$ cat src/rtl/prog_loader_pkg.sv
// rtl/prog_loader_pkg.sv - shared state encoding and constants for the boot program loader
package prog_loader_pkg;

  typedef enum logic [2:0] {
    ST_IDLE  = 3'd0,
    ST_LEN   = 3'd1,
    ST_DATA  = 3'd2,
    ST_WRITE = 3'd3,
    ST_CSUM  = 3'd4,
    ST_DONE  = 3'd5,
    ST_ERR   = 3'd6
  } state_t;

  localparam logic [7:0] DEFAULT_SYNC_BYTE = 8'hA5;

  // States in which the host owes us a byte and the idle watchdog runs.
  function automatic logic in_frame(input state_t s);
    return (s == ST_LEN) || (s == ST_DATA) || (s == ST_CSUM);
  endfunction

endpackage

$ cat src/rtl/prog_loader_timeout.sv
// rtl/prog_loader_timeout.sv - idle-cycle watchdog for bytes inside a frame
module prog_loader_timeout #(
  parameter int TIMEOUT = 1000
) (
  input  logic clk,
  input  logic reset,
  input  logic enable,
  input  logic clear,
  output logic expired
);

  localparam logic [15:0] LIMIT = 16'(TIMEOUT);

  logic [15:0] count;

  // Saturates at the limit so expired stays asserted until cleared.
  always_ff @(posedge clk or negedge reset) begin
    if (!reset) begin
      count <= 16'd0;
    end else if (clear) begin
      count <= 16'd0;
    end else if (enable && (count != LIMIT)) begin
      count <= count + 16'd1;
    end
  end

  assign expired = (count == LIMIT);

endmodule

$ cat src/rtl/prog_loader.sv
// rtl/prog_loader.sv - framed byte-stream loader into instruction memory
// Holds the core in reset until a frame with a valid checksum has been written.
module prog_loader
  import prog_loader_pkg::*;
#(
  parameter int          ADDR_W    = 8,
  parameter logic [7:0]  SYNC_BYTE = DEFAULT_SYNC_BYTE,
  parameter int          TIMEOUT   = 1000
) (
  input  logic              clk,
  input  logic              reset,
  input  logic              rx_valid,
  input  logic [7:0]        rx_data,
  output logic              rx_ready,
  output logic              imem_we,
  output logic [ADDR_W-1:0] imem_addr,
  output logic [7:0]        imem_wdata,
  output logic              core_reset_n,
  output logic              load_done,
  output logic              load_error
);

  state_t      state, state_d;
  logic [7:0]  sum;
  logic [8:0]  cnt;
  logic        xfer;
  logic        expired;
  logic        is_sync;
  logic [7:0]  csum_chk;

  assign xfer     = rx_valid & rx_ready;
  assign is_sync  = (rx_data == SYNC_BYTE);
  assign csum_chk = sum + rx_data;

  prog_loader_timeout #(.TIMEOUT(TIMEOUT)) u_timeout (
    .clk     (clk),
    .reset   (reset),
    .enable  (in_frame(state) && !xfer),
    .clear   (xfer || !in_frame(state)),
    .expired (expired)
  );

  always_ff @(posedge clk or negedge reset) begin
    if (!reset) state <= ST_IDLE;
    else        state <= state_d;
  end

  always_comb begin
    state_d = state;
    case (state)
      ST_IDLE:  if (xfer && is_sync) state_d = ST_LEN;
      ST_LEN:   if (expired) state_d = ST_ERR;
                else if (xfer) state_d = ST_DATA;
      ST_DATA:  if (expired) state_d = ST_ERR;
                else if (xfer) state_d = ST_WRITE;
      ST_WRITE: state_d = (cnt == 9'd1) ? ST_CSUM : ST_DATA;
      ST_CSUM:  if (expired) state_d = ST_ERR;
                else if (xfer) state_d = (csum_chk == 8'd0) ? ST_DONE : ST_ERR;
      ST_DONE,
      ST_ERR:   if (xfer && is_sync) state_d = ST_LEN;
      default:  state_d = ST_IDLE;
    endcase
  end

  // A LEN byte of zero encodes a full 256-byte payload.
  always_ff @(posedge clk or negedge reset) begin
    if (!reset) begin
      cnt        <= 9'd0;
      sum        <= 8'd0;
      imem_addr  <= '0;
      imem_wdata <= 8'd0;
    end else begin
      case (state)
        ST_LEN: if (xfer && !expired) begin
          cnt       <= (rx_data == 8'd0) ? 9'd256 : {1'b0, rx_data};
          sum       <= 8'd0;
          imem_addr <= '0;
        end
        ST_DATA: if (xfer && !expired) begin
          imem_wdata <= rx_data;
          sum        <= sum + rx_data;
        end
        ST_WRITE: begin
          imem_addr <= imem_addr + ADDR_W'(1);
          cnt       <= cnt - 9'd1;
        end
        default: ;
      endcase
    end
  end

  // Outputs follow the next state so they line up with the state they describe.
  always_ff @(posedge clk or negedge reset) begin
    if (!reset) begin
      rx_ready     <= 1'b0;
      imem_we      <= 1'b0;
      core_reset_n <= 1'b0;
      load_done    <= 1'b0;
      load_error   <= 1'b0;
    end else begin
      rx_ready     <= (state_d != ST_WRITE);
      imem_we      <= (state_d == ST_WRITE);
      core_reset_n <= (state_d == ST_DONE);
      load_done    <= (state_d == ST_DONE);
      load_error   <= (state_d == ST_ERR);
    end
  end

endmodule

$ cat config.mk
export PLATFORM = sky130hd
export DESIGN_NAME = prog_loader
export DESIGN_NICKNAME = d
export VERILOG_FILES = /design/src/rtl/prog_loader_pkg.sv /design/src/rtl/prog_loader_timeout.sv /design/src/rtl/prog_loader.sv
export SDC_FILE = /design/constraint.sdc
export NUM_CORES = 1
export LEC_CHECK = 0
export CORE_ASPECT_RATIO = 1.5
export CORE_UTILIZATION = 35
export CTS_BUF_LIST = sky130_fd_sc_hd__clkbuf_8
export CTS_CLUSTER_SIZE = 14
export DETAILED_ROUTE_END_ITERATION = 10
export PLACE_DENSITY = 0.62
export REMOVE_ABC_BUFFERS = 1
export SLEW_MARGIN = 20
export SYNTH_ARGS = -nofsm -noshare
export SYNTH_HDL_FRONTEND = slang
export SYNTH_HIERARCHICAL = 1
export SYNTH_SLANG_ARGS = --single-unit
$ cat constraint.sdc
create_clock -name clk -period 7.4 [get_ports clk]
set_clock_uncertainty 0.1 [all_clocks]
set_input_delay 0.74 -clock clk [delete_from_list [all_inputs] [get_ports clk]]
set_output_delay 0.74 -clock clk [all_outputs]
set_load 0.05 [all_outputs]
* Yosys cells after proc, flatten, opt, wreduce, memory -nomap -nowiden
Cells that the tools add are included.
** Storage, ports and cells
- Register bits :: 56
- Input port bits :: 11
- Output and inout bits :: 21
- Word-level logic and storage cells :: 70
** Cells by class
- Add/subtract/negate cells :: 4
- Eq/ne operators :: 16
- Multiplexer cells :: 19
- Bitwise operators :: 1
- Reductions and logical operators :: 20
** Operators with widths (count)
- $mux W16 :: 2
- $pmux W8 S2 :: 2
- $mux W3 :: 8
- $mux W9 :: 2
- $pmux W9 S2 :: 1
- $add A16 B1 Y16 const B :: 1
- $eq A16 B10 Y1 const B :: 1
- $logic_not A8 Y1 :: 2
- $mux W8 :: 2
- $ne A16 B10 Y1 const B :: 1
- $eq A3 B3 Y1 const B :: 5
- $pmux W3 S5 :: 1
- $eq A3 B2 Y1 const B :: 3
- $eq A9 B1 Y1 const B :: 1
- $sub A9 B1 Y9 const B :: 1
- $add A8 B1 Y8 const B :: 1
- $add A8 B8 Y8 :: 1
- $eq A8 B8 Y1 const B :: 1
- $reduce_bool A2 Y1 :: 3
- $logic_and A1 B1 Y1 :: 4
- $ne A2 B1 Y1 const B :: 2
- $reduce_and A2 Y1 :: 2
- $eq A3 B1 Y1 const B :: 1
- $logic_not A1 Y1 :: 3
- 7 further kinds :: 9

* Longest topological paths before layout
- Depth in word-level cells :: 7
- Depth in mapped cells :: 10
- Depth with buffers taken out :: 9

* By module
Netlist, hierarchy kept.
** Modules (own cells, without submodules)
- prog_loader :: instances 1, cells each 231, area each 2358.5 um^2, seq. area each 1001.0 um^2
- prog_loader_timeout :: instances 1, cells each 92, area each 892.1 um^2, seq. area each 400.4 um^2

* Worst setup path before layout
No wires, ideal clock.
- Path kind :: input -> register
- Start :: in rx_data[0]
- End :: reg load_error
- Library setup time :: 0.142 ns
- Arrival :: 2.503 ns
- Required time :: 7.158 ns
- Slack :: 4.656 ns
- Cell stages on the path :: 7
- Path buffers :: 0
- Cell sequence :: ha_1 -> fa_1 -> a211oi_1 -> nor3_1 -> or3b_1 -> nor4b_2 -> a211oi_1
** Between the ends
- Longest elaborated chain between the ends :: 7
- Elaborated cells on any way between the ends :: 10
- Classes of those cells :: add/sub (1); eq/ne (2); mux (5); reduce/logical (2)
** RTL lines
- from (decl) :: line prog_loader.sv:13 : input logic [7:0] rx_data,
- $add A8 B8 Y8 :: line prog_loader.sv:33 : assign csum_chk = sum + rx_data;
- $logic_not A8 Y1 :: line prog_loader.sv:58 : else if (xfer) state_d = (csum_chk == 8'd0) ? ST_DONE : ST_ERR;
- $mux W2 :: line prog_loader.sv:58
- $mux W3 :: line prog_loader.sv:58
- $mux W3 :: line prog_loader.sv:57 : ST_CSUM: if (expired) state_d = ST_ERR;
- $pmux W3 S5 * :: line prog_loader.sv:50 : case (state)
- $eq A3 B3 Y1 * :: line prog_loader.sv:105 : load_error <= (state_d == ST_ERR);
- to (signal assigned) :: line prog_loader.sv:105
- to (decl) :: line prog_loader.sv:20 : output logic load_error
Every way passes the cells marked *; elsewhere a longest branch is shown, timed or not.
A chain may end at the register's enable or synchronous reset.

* Worst setup path in the final report
Ends and elaborated chain as after synthesis.

==> metrics.md <==
| Metric | Value |
|---|---|
| Crit Path Class | `in2reg` |
| Congestion Overflow GR | `0` |
| Die Y | `between 100 and 150 um` |
| First-pass GRT wire length | `approximately 13,000 um` |
| Sequential area share after synthesis | `a little over two fifths` |
| Worst path max stage delay | `roughly 510 ps` |
| DRC violations left | `0` |
| Worst-Skew Late Latency | `between 300 and 400 ps` |
| Post-synthesis async set-or-reset flop share | `100%` |
| FILL cells | `918` |
| CP cell instances | `clkdlybuf4s50_1, ha_1, fa_1, a211oi_1, nor3_1, or3b_1, nor4b_2, a211oi_1` |
| Final period util | `roughly 43%` |
| Dpl ws | `3910 ps` |
| Status | `completed` |
| # setup viols final | `0` |
| Largest net degree at the start of global routing | `57` |
| Share of cells above drive strength 1 | `10.8%` |
| Worst setup SP type | `primary input` |
| Post-Synthesis Cells | `around 320` |
| Slowest-stage cell, CP | `clkdlybuf4s50_1` |
| Number of CTS-inserted buffers | `5` |
| Total Wirelength | `approximately 7700 um` |
| Setup TNS | `0 ps` |
| Clock Tree Buf Depth | `2` |
| Pwr Density | `between 300 and 400 nW/um2` |
| IO Count | `32` |
| #FFs+latches synth | `56` |
| Row cnt | `between 40 and 50` |
| Critical Path Most Common Cell | `a211oi_1` |
| Fin nets | `approximately 380` |
| Relative slew slack | `slightly below 40%` |
| Slew Viols, Final | `0` |
| Critical path buffers and inverters | `1` |
| PortBufs | `31` |
| Gr usage total | `17.2%` |
| Pleak | `between 1.5 and 2 nW` |
| Distinct cells, synth | `71` |
| Critical Path RT | `around 7500 ps` |
| Setup repair bufs after CTS | `0` |
| Primary FF master, synth | `dfrtp_1` |
| TritonRoute pass-1 iters | `4` |
| Fin Hold WS | `between 400 and 500 ps` |
| Ant diodes | `0` |
| Die width | `~81 um` |
| Nature of the critical path endpoint | `register` |
| Vias | `~2,700` |
| DRT antenna net count | `0` |
| Area growth from synthesis to layout | `15.1%` |
| Mean Syn Cell Area | `around 10 um2` |
| Peak supply drop | `0.000251 V` |
| Setup ws final | `4240 ps` |
| Design Power | `between 1 and 1.5 mW` |
| Routed vias/inst | `5.75` |
| CTS Sinks | `56` |
| Yosys warns | `6` |
| Largest fanout on the critical path | `5` |
| Crit-path leading delay family | `simple AND/OR/NAND/NOR gates` |
| Mapped Area | `approximately 3300 um2` |
| Slew @ Worst Pin | `roughly 900 ps` |
| Final Hold Violating Endpoints | `0` |
| Initial antenna violation count | `0` |
| F_max | `~320 MHz` |
| Worst hold path class | `reg2reg` |
| Die ar. | `~9700 um2` |
| Core ar. | `between 8000 and 9000 um2` |
| Hold-fix buffers, CTS | `0` |
| Vias in the first global route | `between 2,000 and 3,000` |
| RSZ-0062 raised after global routing | `no` |
| Clk Tree Root Cell | `clkbuf_8` |
| Crit path DAT | `approximately 3200 ps` |
| Post-synth EDFFs | `0` |
| Initial core utilization | `about 36%` |
| Gp weighted congestion | `~0.83` |
| # resized after CTS | `0` |
| CTS tree | `built` |
| HPWL Detailed | `roughly 5500 um` |
| Max Cap Viol | `0` |
| Min cycle time layout | `roughly 3200 ps` |
| CTS H-Tree Depth | `2` |
| Iter 0 DRT Violations | `between 100 and 150` |
| DR WL/cell | `about 17 um` |
| Clock-pin slew on the worst setup and hold paths | `110 ps` |
| Final Util | `41.9%` |
==> registers in the layout, indices dropped and copies added, names as in the netlist <==
register	flops
u_timeout/count	16
cnt	9
imem_addr	8
imem_wdata	8
sum	8
state	3
imem_we	1
load_done	1
load_error	1
rx_ready	1
==> cell families (layout without fill, tap and decap cells) <==
kind of cell,after synthesis,after routing,share of synthesized area (%)
xor+xnor,17,17,4.58
mux,10,10,3.43
flops,56,56,43.1
simple gates,125,125,23.0
buf+inv,24,54,3.27
compound gates,78,78,17.4
fa+ha+maj,13,13,5.23
==> metrics by stage <==
step | area, um2 | instances
6_report | 3740 | 463
5_1_grt | 3740 | 463
2_1_floorplan | 3190 | 312
3_5_place_dp | 3660 | 456
4_1_cts | 3740 | 463
3_3_place_gp | 3660 | 456
==> path summary, 6_finish.rpt <==
check,end,start,depth (start not counted),slack (ps)
setup / recovery,load_error$_DFF_PN0_,rx_data[0],8,4240
hold / removal,imem_addr[7]$_DFFE_PN0P_,imem_addr[7]$_DFFE_PN0P_,1,410
setup reg to reg,load_error$_DFF_PN0_,u_timeout/count[0]$_DFFE_PN0P_,9,4530
hold reg to reg,imem_addr[7]$_DFFE_PN0P_,imem_addr[7]$_DFFE_PN0P_,1,410
max in group asynchronous,u_timeout/count[6]$_DFFE_PN0P_,reset,2,6270
min in group asynchronous,imem_wdata[4]$_DFFE_PN0P_,reset,2,440
==> worst reg2reg max path: cells and delay by family, from the launching register on <==
family,cells,cell delay [ps]
AO/OA/AOI/OAI,1,260
flip-flops,1,440
adder cells (fa/ha/maj),1,150
AND/OR/NAND/NOR,5,1490
buffers and inverters,2,340
==> layout by cell type, fill, tap and decap left out, types with 3 or more instances in the layout <==
cell | netlist | routed
xnor2_1 | 8 | 8
or3_1 | 3 | 3
and3_1 | 6 | 6
nor4_1 | 6 | 6
xor2_1 | 9 | 9
o21ai_0 | 15 | 15
dfrtp_1 | 56 | 56
clkdlybuf4s50_1 | 0 | 30
a22o_1 | 8 | 8
nand2b_1 | 4 | 4
a211oi_1 | 3 | 3
clkbuf_8 | 0 | 5
a21o_1 | 4 | 4
nand2_1 | 16 | 16
nor3_1 | 7 | 7
a21oi_1 | 12 | 12
a31oi_1 | 3 | 3
a221o_1 | 5 | 5
ha_1 | 12 | 12
nor2_1 | 30 | 30
o31ai_1 | 5 | 5
o211ai_1 | 4 | 4
nand4_1 | 14 | 14
inv_1 | 13 | 13
buf_4 | 1 | 3
mux2_2 | 9 | 9
nand3b_1 | 3 | 3
or4_1 | 4 | 4
nand3_1 | 10 | 10
==> routing by layer <==
| layer | global-route usage [%] | vias up | wire length, um |
|---|---|---|---|
| li1 | - | 1276 | - |
| met1 | 20.6 | 1335 | 3240 |
| met2 | 30.9 | 42 | 4180 |
| met3 | 2.28 | 10 | 184 |
| met4 | 5.58 | 0 | 124 |
| met5 | 0 | - | 0 |
==> power breakdown <==
part           switching [mW]  total, mW  leakage, nW  internal [mW]
clock network           0.109      0.174       0.0400         0.0647
logic                   0.491      0.789        0.795          0.298
registers              0.0884      0.488        0.716          0.399
==> cell type report <==
type	instances	area [um2]	share of cell area [%]
Timing Repair Buffer	34	328	8.77
Tap cell	110	138	3.68
Inverter	13	48.8	1.30
Sequential cell	56	1400	37.5
Clock buffer	5	68.8	1.84
Clock inverter	2	12.5	0.335
Multi-Input combinational cell	243	1740	46.6
==> Yosys cell counts (2+ instances only) <==
cell       n  area share [%]
a31oi_1    3            0.58
inv_1     13             1.5
o211ai_1   4            0.92
nor2_1    30             3.5
a22o_1     8             2.2
nor3_1     7             1.1
o41ai_1    2            0.54
and3_1     6             1.2
o21ai_2    2            0.54
nand3b_1   3            0.69
ha_1      12             4.6
nand2_1   16             1.8
a221o_1    5             1.5
a21oi_1   12             1.8
o221ai_1   2            0.54
and4_1     2            0.54
xnor2_1    8             2.2
o21ai_0   15             2.3
nand3_1   10             1.5
clkbuf_2   2            0.31
clkbuf_1   4            0.46
mux2_2     9             3.1
a21o_1     4            0.92
buf_2      2            0.31
nor4_1     6             1.2
or4_1      4            0.92
dfrtp_1   56              43
o31ai_1    5             1.2
nand2b_1   4            0.77
a211oi_1   3            0.69
or3_1      3            0.58
xor2_1     9             2.4
nand4_1   14             2.7
Power figures use the tool's default switching activity.
